==> src/rtl/imm_gen_pkg.sv <==
// imm_gen_pkg: shared types and constants for the immediate generator.
//   - RV32I/RV64I opcode constants for every opcode that carries an immediate
//   - fmt_t: 3-bit format code reported alongside the immediate
//   - imm_bundle_t: decoded result. Fields are sized to the widest build (64),
//     and each instance uses only its low XLEN / PC_W bits.
package imm_gen_pkg;

   localparam int MAX_W = 64;

   localparam logic [6:0] OPC_LUI     = 7'h37;
   localparam logic [6:0] OPC_AUIPC   = 7'h17;
   localparam logic [6:0] OPC_JAL     = 7'h6F;
   localparam logic [6:0] OPC_JALR    = 7'h67;
   localparam logic [6:0] OPC_BRANCH  = 7'h63;
   localparam logic [6:0] OPC_LOAD    = 7'h03;
   localparam logic [6:0] OPC_STORE   = 7'h23;
   localparam logic [6:0] OPC_OPIMM   = 7'h13;
   localparam logic [6:0] OPC_OPIMM32 = 7'h1B;
   localparam logic [6:0] OPC_SYSTEM  = 7'h73;

   typedef enum logic [2:0] {
      FMT_NONE = 3'd0,
      FMT_I    = 3'd1,
      FMT_S    = 3'd2,
      FMT_B    = 3'd3,
      FMT_U    = 3'd4,
      FMT_J    = 3'd5,
      FMT_SH   = 3'd6,
      FMT_CSR  = 3'd7
   } fmt_t;

   typedef struct packed {
      logic [MAX_W-1:0] imm;
      logic [MAX_W-1:0] target;
      fmt_t             fmt;
      logic             illegal;
      logic [MAX_W-1:0] pc;
   } imm_bundle_t;

   // Sign-extend a 32-bit immediate to the bundle width.
   function automatic logic [MAX_W-1:0] sext32(input logic [31:0] v);
      return {{(MAX_W-32){v[31]}}, v};
   endfunction

endpackage

==> src/rtl/imm_gen_pipe_decode.sv <==
// imm_decode_core: combinational immediate decoder.
//   instr_i  : raw 32-bit instruction
//   pc_i     : PC of instr_i
//   bundle_o : imm / pc-relative target / format / illegal / pc
// The target is computed at PC_W bits so the carry out of pc + imm is dropped.
module imm_decode_core
   import imm_gen_pkg::*;
#(
   parameter int XLEN = 32,
   parameter int PC_W = 32
) (
   input  logic [31:0]   instr_i,
   input  logic [PC_W-1:0] pc_i,
   output imm_bundle_t   bundle_o
);

   logic [6:0]       opc;
   logic [2:0]       f3;
   logic [5:0]       shamt;
   logic [31:0]      i_imm, s_imm, b_imm, u_imm, j_imm;
   logic [MAX_W-1:0] imm;
   fmt_t             fmt;
   logic             illegal;
   logic             pc_rel;
   logic [PC_W-1:0]  tgt;

   assign opc   = instr_i[6:0];
   assign f3    = instr_i[14:12];
   // RV32 shifts only have a 5-bit shamt; bit 25 belongs to funct7 there.
   assign shamt = (XLEN == 64) ? instr_i[25:20] : {1'b0, instr_i[24:20]};

   assign i_imm = {{20{instr_i[31]}}, instr_i[31:20]};
   assign s_imm = {{20{instr_i[31]}}, instr_i[31:25], instr_i[11:7]};
   assign b_imm = {{19{instr_i[31]}}, instr_i[31], instr_i[7], instr_i[30:25],
                   instr_i[11:8], 1'b0};
   assign u_imm = {instr_i[31:12], 12'b0};
   assign j_imm = {{11{instr_i[31]}}, instr_i[31], instr_i[19:12], instr_i[20],
                   instr_i[30:21], 1'b0};

   always_comb begin
      imm     = '0;
      fmt     = FMT_NONE;
      illegal = 1'b0;
      pc_rel  = 1'b0;
      unique case (opc)
         OPC_OPIMM: begin
            if (f3[1:0] == 2'b01) begin
               imm = {{(MAX_W-6){1'b0}}, shamt};
               fmt = FMT_SH;
            end else begin
               imm = sext32(i_imm);
               fmt = FMT_I;
            end
         end
         OPC_LOAD, OPC_JALR: begin
            imm = sext32(i_imm);
            fmt = FMT_I;
         end
         OPC_OPIMM32: begin
            if (XLEN == 64) begin
               imm = sext32(i_imm);
               fmt = FMT_I;
            end else begin
               illegal = 1'b1;
            end
         end
         OPC_STORE: begin
            imm = sext32(s_imm);
            fmt = FMT_S;
         end
         OPC_BRANCH: begin
            imm    = sext32(b_imm);
            fmt    = FMT_B;
            pc_rel = 1'b1;
         end
         OPC_LUI: begin
            imm = sext32(u_imm);
            fmt = FMT_U;
         end
         OPC_AUIPC: begin
            imm    = sext32(u_imm);
            fmt    = FMT_U;
            pc_rel = 1'b1;
         end
         OPC_JAL: begin
            imm    = sext32(j_imm);
            fmt    = FMT_J;
            pc_rel = 1'b1;
         end
         OPC_SYSTEM: begin
            // Only the CSR*I forms carry an immediate (uimm in the rs1 field).
            if (f3[2]) begin
               imm = {{(MAX_W-5){1'b0}}, instr_i[19:15]};
               fmt = FMT_CSR;
            end else begin
               illegal = 1'b1;
            end
         end
         default: illegal = 1'b1;
      endcase
   end

   assign tgt = pc_i + imm[PC_W-1:0];

   always_comb begin
      bundle_o         = '0;
      bundle_o.imm     = imm;
      bundle_o.fmt     = fmt;
      bundle_o.illegal = illegal;
      bundle_o.pc      = MAX_W'(pc_i);
      bundle_o.target  = pc_rel ? MAX_W'(tgt) : '0;
   end

endmodule

==> src/rtl/imm_gen_pipe.sv <==
// imm_gen_pipe: registered immediate generator with valid/ready handshake.
//   clk, reset (sync, active low)
//   valid_i/ready_o/instr_i/pc_i : upstream handshake and instruction
//   flush_i                      : drop everything held and offered
//   valid_o/ready_i              : downstream handshake
//   imm_o/target_o/fmt_o/illegal_o/pc_o : decoded bundle held in M
// M drives the outputs, S catches the one instruction that can arrive in the
// cycle downstream stalls. ready_o is just !S.valid, so it is a flop output
// with no path from ready_i.
module imm_gen_pipe
   import imm_gen_pkg::*;
#(
   parameter int XLEN = 32,
   parameter int PC_W = 32
) (
   input  logic            clk,
   input  logic            reset,
   input  logic            valid_i,
   output logic            ready_o,
   input  logic [31:0]     instr_i,
   input  logic [PC_W-1:0] pc_i,
   input  logic            flush_i,
   output logic            valid_o,
   input  logic            ready_i,
   output logic [XLEN-1:0] imm_o,
   output logic [PC_W-1:0] target_o,
   output logic [2:0]      fmt_o,
   output logic            illegal_o,
   output logic [PC_W-1:0] pc_o
);

   imm_bundle_t dec;
   imm_bundle_t m_q, m_d, s_q, s_d;
   logic        m_vld_q, m_vld_d, s_vld_q, s_vld_d;
   logic        xfer, drain;
   logic        unused_bits;

   imm_decode_core #(.XLEN(XLEN), .PC_W(PC_W)) u_dec (
      .instr_i (instr_i),
      .pc_i    (pc_i),
      .bundle_o(dec)
   );

   assign ready_o = !s_vld_q;
   assign xfer    = valid_i && ready_o && !flush_i;
   assign drain   = m_vld_q && ready_i;

   always_comb begin
      m_d     = m_q;
      s_d     = s_q;
      m_vld_d = m_vld_q;
      s_vld_d = s_vld_q;
      if (flush_i) begin
         m_vld_d = 1'b0;
         s_vld_d = 1'b0;
      end else if (s_vld_q) begin
         // FULL: no transfer possible, only S -> M on drain.
         if (drain) begin
            m_d     = s_q;
            s_vld_d = 1'b0;
         end
      end else if (m_vld_q) begin
         // ONE
         if (xfer && drain) begin
            m_d = dec;
         end else if (xfer) begin
            s_d     = dec;
            s_vld_d = 1'b1;
         end else if (drain) begin
            m_vld_d = 1'b0;
         end
      end else if (xfer) begin
         // EMPTY
         m_d     = dec;
         m_vld_d = 1'b1;
      end
   end

   always_ff @(posedge clk) begin
      if (!reset) begin
         m_q     <= '0;
         s_q     <= '0;
         m_vld_q <= 1'b0;
         s_vld_q <= 1'b0;
      end else begin
         m_q     <= m_d;
         s_q     <= s_d;
         m_vld_q <= m_vld_d;
         s_vld_q <= s_vld_d;
      end
   end

   assign valid_o   = m_vld_q;
   assign imm_o     = m_q.imm[XLEN-1:0];
   assign target_o  = m_q.target[PC_W-1:0];
   assign fmt_o     = m_q.fmt;
   assign illegal_o = m_q.illegal;
   assign pc_o      = m_q.pc[PC_W-1:0];

   // Upper bundle bits beyond XLEN / PC_W are don't-care in narrow builds.
   assign unused_bits = ^{m_q.imm, m_q.target, m_q.pc};

endmodule

==> config.mk <==
export PLATFORM = sky130hd
export DESIGN_NAME = imm_gen_pipe
export DESIGN_NICKNAME = d
export VERILOG_FILES = /design/src/rtl/imm_gen_pkg.sv /design/src/rtl/imm_gen_pipe_decode.sv /design/src/rtl/imm_gen_pipe.sv
export SDC_FILE = /design/constraint.sdc
export NUM_CORES = 1
export LEC_CHECK = 0
export ABC_AREA = 0
export BUFFER_PORTS_ARGS = -buffer_cell sky130_fd_sc_hd__buf_2
export CAP_MARGIN = 10
export CORE_ASPECT_RATIO = 0.8
export CORE_MARGIN = 2
export CORE_UTILIZATION = 55
export DETAILED_ROUTE_END_ITERATION = 16
export GPL_TIMING_DRIVEN = 1
export PLACE_DENSITY_LB_ADDON = 0.05
export SKIP_LAST_GASP = 1
export SLEW_MARGIN = 20
export SYNTH_ARGS = -nofsm -noshare
export SYNTH_HDL_FRONTEND = slang
export SYNTH_HIERARCHICAL = 1
export SYNTH_SLANG_ARGS = --single-unit
export TNS_END_PERCENT = 1
==> constraint.sdc <==
create_clock -name clk -period 11.9 [get_ports clk]
set_input_delay 1.785 -clock clk [delete_from_list [all_inputs] [get_ports clk]]
set_output_delay 1.785 -clock clk [all_outputs]
set_load 0.005 [all_outputs]
==> metrics.txt, run 1 <==
Vias/cell=5.470; fillers=1,972; Worst R2R Setup Slack=9.07 ns; Clock Skews=0.01079 ns; CTS tree=built; clock tree root driver cell=clkbuf_16; hold depth=2; first-pass GRT wire length=49,070 um; WS Path Type=in -> reg; chip width=170.7 um; WP data arrival=6.16 ns; worst slack at placement=5.888 ns; final hold viol count=0; area used by multi-input combinational logic=between 7000 and 8000 sq um; Die Area=around 23,000 sq um; total track usage=26.69%; Longest Clk Path Bufs=3; CTS Hold Bufs=0; Final ANT Viol Nets=0; hold_sp=pc_o[5]$_SDFFE_PN0P_; Pwr Density=119.0 nW/um^2; crit-path max FO=5; Pre-antenna DRT Iters=5; sum of negative setup slack=0 ns; # clock sinks=202; Storage cell area=4048 sq um; # rows=between 40 and 50; pin count of the biggest net entering global routing=about 110; total congestion overflow=0; syn nets=1,510; Critical R2R Launch=s_vld_q$_SDFF_PP0_; Mapped Area=between 10,000 and 15,000 sq um; status=complete, no violations; most common cell after layout, fill and taps aside=nand2_1; Port Buffer Count=170; Core ar.=21,680 sq um; Final Max Slew Viols=0; Worst VDD drop=0.09696 mV; detailed placer's ending HPWL=23,090 um; worst hold slack=between 0.4 and 0.5 ns; Warnings, synthesis=6; Min-Delay Endpoint=pc_o[5]$_SDFFE_PN0P_; Critical R2R Capture=s_q[76]$_SDFFE_PN0P_; DRT iter0 DRCs=834; WP data required=12.34 ns; most frequent cells in the layout=nand2_1 (448), mux2i_1 (202), dfxtp_1 (201); Worst Tran Pin Value=about 1.1 ns; Final nets=1,586; R2R depth=4; layout cell share with drive strength beyond 1=22.72%; initial core utilization=56.41%; static leakage=0.005850 uW; worst hold path type=reg -> reg; Max-Cap Viols=0; average size of a mapped cell=between 8 and 9 sq um; Highest Clock Rate=around 170 MHz; Setup-failing EPs final=0; vias in the first global route=8,816; Via Count=9,857; Startpoint Class=primary input; Num CTS Buffers=22; RSZ-0062 raised after global routing=false; antenna violations before repair=0; io pins=~170; Routed WL=32,120 um; Die Span Y=137.4 um; setup repair bufs after CTS=0; Area Overhead vs Synth=8.369%; synthesized instance count=1,409; worst setup margin=6.174 ns; routed len/inst=17.82 um; fin crit period=around 5.7 ns; GP Congestion=0.9530; Residual DRC=0; CP endpoint kind=flop; cells resized by post-CTS repair=0; H-tree levels=1; Final period util=48.12%; clk slew on worst S/H paths=roughly 0.060 ns; worst skew pair latency=0.51 ns; Rel. slew slack=about a quarter
flip-flops by register name, summed over array words and instances, names as in the netlist:
signal,count
pc_o,32
valid_o,1
s_q,100
illegal_o,1
fmt_o,3
imm_o,32
s_vld_q,1
target_o,32
report_power, final:
| group | switching (uW) | leakage [uW] | internal, uW |
|---|---|---|---|
| Sequential | 4.73 | 0.00163 | 684 |
| Clock | 283 | 0.000365 | 439 |
| Combinational | 104 | 0.00385 | 61.9 |
| Total | 392 | 0.00585 | 1190 |
critical path, cell delays in order:
cell       delay [ns]
buf_2            0.08
and2_1           0.30
nand2_1          0.17
nor4b_1          0.93
a22oi_1          0.24
nand2_1          0.26
ha_1             0.35
o211ai_1         0.31
nor3_2           0.09
o2111ai_1        0.34
a21oi_1          0.12
o21ai_1          0.20
a21oi_1          0.10
nor3b_1          0.45
mux2_2           0.25
nand2_1          0.05
mux2i_1          0.14
per-layer routing:
metal  track usage, %  vias up  wire (um)
li1                 -     4882          -
met1            39.23     4601      15460
met2            40.01      321      13440
met3            4.769       53       2400
met4            7.312        0        811
met5                0        -          0
final cells by class:
class	instances	share of cell area (%)
Antenna cell	1	0.01888
Clock buffer	34	4.881
Clock inverter	6	0.8119
Inverter	15	0.4248
Multi-Input combinational cell	1065	53.48
Sequential cell	202	30.54
Tap cell	300	2.832
Timing Repair Buffer	179	7.005
worst max-delay path by stage:
stage                from                   endpoint  slack [ns]  cells after the start
2_1_floorplan  instr_i[1]  target_o[28]$_SDFFE_PN0P_        6.94                     17
3_5_place_dp   instr_i[1]  target_o[19]$_SDFFE_PN0P_        5.89                     17
4_1_cts        instr_i[1]  target_o[19]$_SDFFE_PN0P_        6.39                     17
5_1_grt        instr_i[1]  target_o[25]$_SDFFE_PN0P_        6.11                     17
3_3_place_gp   instr_i[1]  target_o[19]$_SDFFE_PN0P_        5.91                     17
6_report       instr_i[1]  target_o[19]$_SDFFE_PN0P_        6.17                     17
per-stage QoR:
stage               utilization (%)  instances  cell area (sq um)  total power (uW)
floorplan                         -       1409              12230             832.5
global placement              57.64       1761              12500             868.5
detailed placement            57.64       1761              12500             868.5
CTS                           61.11       1801              13250              1586
global route                  61.11       1801              13250              1630
finish                        61.13       1802              13250              1577
(Power assumes the default switching activity.)
==> run 2, diff against run 1 <==
--- a/config.mk
+++ b/config.mk
@@ -5,12 +5,12 @@
 export SDC_FILE = /design/constraint.sdc
 export NUM_CORES = 1
 export LEC_CHECK = 0
-export ABC_AREA = 0
+export ABC_AREA = 1
 export BUFFER_PORTS_ARGS = -buffer_cell sky130_fd_sc_hd__buf_2
 export CAP_MARGIN = 10
 export CORE_ASPECT_RATIO = 0.8
 export CORE_MARGIN = 2
-export CORE_UTILIZATION = 55
+export CORE_UTILIZATION = 53
 export DETAILED_ROUTE_END_ITERATION = 16
 export GPL_TIMING_DRIVEN = 1
 export PLACE_DENSITY_LB_ADDON = 0.05
==> constraint.sdc (replaced) <==
create_clock -name clk -period 5.13 [get_ports clk]
set_input_delay 0.7695 -clock clk [delete_from_list [all_inputs] [get_ports clk]]
set_output_delay 0.7695 -clock clk [all_outputs]
set_load 0.005 [all_outputs]
==> run 2 against run 1 <==
Non-clock buffer count increased by 6. Cell count increased by 28%. Die area increased by 2.2%.
==> metrics.txt, run 2 <==
status=complete, no violations; pin count of the biggest net entering global routing=125 (+19%); Mapped Area=12,050 sq um (-1.5%); Post-DP Area=12,610 sq um (+0.89%); Pwr Density=287.8 nW/um^2 (+140%); number of flip-flops in the largest register=100 (unchanged); Routed WL=37,390 um (+16%); worst hold slack=0.4733 ns (+0.02105 ns); syn nets=2,023 (+34%); vias in the first global route=11,020 (+25%); Pre-antenna DRT Iters=5 (unchanged); total congestion overflow=0 (unchanged); Residual DRC=0 (unchanged); H-tree levels=1 (unchanged); cell chain of the critical path=buf_2 > nand2_1 > inv_2 > nand2_4 > nor2_2 > nor2_4 > nand3_2 > o21ai_1 > o21ai_0 > ha_1 > nand2_1 > nor2_1 > nand2_1 > nor3_1 > nand2_1 > nand3_1 > nand2_1 > nor2_1 > nand2_1 > and2_1 > nand3_1 > nand2_1 > nor2_1; largest stage delay on the critical path=0.52 ns (-0.41 ns); io pins=171 (unchanged); Worst VDD drop=0.2137 mV (+120%); Rel. slew slack=31.77% (+7.2 points); average size of a mapped cell=6.268 sq um (-28%); CP endpoint kind=flop; static leakage=0.006039 uW (+3.2%); GP Congestion=0.9673 (+1.5%); Num CTS Buffers=23 (+4.5%); Longest Clk Path Bufs=3 (unchanged); CTS tree=built; antenna violations before repair=0 (unchanged); worst hold path type=reg -> reg; fin area=13,410 sq um (+1.2%); Warnings, synthesis=6 (unchanged); Vias/cell=5.355 (-2.1%); DRT iter0 DRCs=1,259 (+51%); layout cell share with drive strength beyond 1=12.70% (-10 points); total track usage=30.54% (+3.8 points); R2R depth=7 (+3); Die Span Y=138.8 um (+1.1%); WP data required=5.58 ns (-6.76 ns); Final ANT Viol Nets=0 (unchanged); clk slew on worst S/H paths=0.06 ns (about the same); Die Area=23,960 sq um (+2.2%); Reg with most FFs=s_q; worst skew pair latency=0.51 ns (about the same); Via Count=12,350 (+25%); WP data arrival=4.48 ns (-1.68 ns); Setup-failing EPs final=0 (unchanged); Area Overhead vs Synth=11.35%; Core ar.=22,380 sq um (+3.2%); slowest CP cell=ha_1; Ant. Diodes=0 (-1); # clock sinks=202 (unchanged); initial core utilization=53.83% (-2.6 points); first-pass GRT wire length=59,670 um (+22%); most frequent cells in the layout=nand2_1 (484), nor2_1 (380), dfxtp_1 (201); most common cell after layout, fill and taps aside=nand2_1; routed len/inst=16.21 um (-9.0%); cells resized by post-CTS repair=0 (unchanged); Port Buffer Count=170 (unchanged); Final nets=2,085 (+31%); fin crit period=4.033 ns; synthesized instance count=1,922 (+36%); setup repair bufs after CTS=0 (unchanged); CTS Hold Bufs=0 (unchanged); Setup crit start=instr_i[1]; final hold viol count=0 (unchanged); Highest Clock Rate=247.9 MHz; Clock Skews=0.006107 ns (-0.004680 ns); chip width=172.6 um (+1.1%); Final period util=between 70 and 80%; RSZ-0062 raised after global routing=false; Critical R2R Launch=s_vld_q$_SDFF_PP0_; Worst Tran Pin Value=1.024 ns (-0.09256 ns); clock tree root driver cell=clkbuf_16; sum of negative setup slack=0 ns (unchanged); detailed placer's ending HPWL=26,130 um (+13%); crit-path max FO=11 (+6); Top cell by count, worst path=nand2_1; Startpoint Class=primary input; Max-Cap Viols=0 (unchanged); hold depth=2 (unchanged); hold_sp=imm_o[15]$_SDFFE_PN0P_; # rows=49 (+2.1%); WS Path Type=in -> reg; Final Max Slew Viols=0 (unchanged)
## run 2: area by class of cell
type / instances / area, sq um
multi-input cells: 1471 / 6809
clock inverters: 11 / 165.2
well taps: 306 / 382.9
inverters: 101 / 379.1
fillers: 2245 / 8964
repair buffers: 185 / 991.0
clock buffers: 30 / 641.9
flip-flops and latches: 202 / 4045
## run 2: final timing paths
| check | slack, ns | endpoint |
|---|---|---|
| min reg2reg | 0.47 | imm_o[15]$_SDFFE_PN0P_ |
| max reg2reg | 2.41 | s_q[134]$_SDFFE_PN0P_ |
| max | 1.10 | target_o[25]$_SDFFE_PN0P_ |
| min | 0.47 | imm_o[15]$_SDFFE_PN0P_ |
## run 2: where the power goes
group          switching, uW  leakage, uW  total (uW)  internal, uW
Clock                    672     0.000397        1760          1080
Sequential              25.7      0.00164        1640          1620
Combinational            302      0.00400         463           161
## run 2: per-stage QoR
step | util (%) | setup slack, ns | total power, uW | instances
2_1_floorplan | - | 1.782 | 1988 | 1922
3_3_place_gp | 56.34 | 0.6879 | 2130 | 2265
3_5_place_dp | 56.34 | 0.6537 | 2133 | 2265
4_1_cts | 59.94 | 1.169 | 3883 | 2306
5_1_grt | 59.94 | 0.6435 | 4009 | 2306
6_report | 59.94 | 1.097 | 3860 | 2306
## run 2: worst max-delay path: cells and delay by family
kind	cells	cell delay, ns
compound gates	2	0.87
buf+inv	2	0.19
fa+ha+maj	1	0.52
simple gates	18	2.16
## run 2: layer usage
metal / global-route usage, % / routed length (um) / up-vias
li1: - / - / 6201
met1: 44.37 / 17430 / 5675
met2: 46.37 / 16170 / 421
met3: 6.442 / 2909 / 52
met4: 7.018 / 869 / 0
met5: 0 / 0 / -
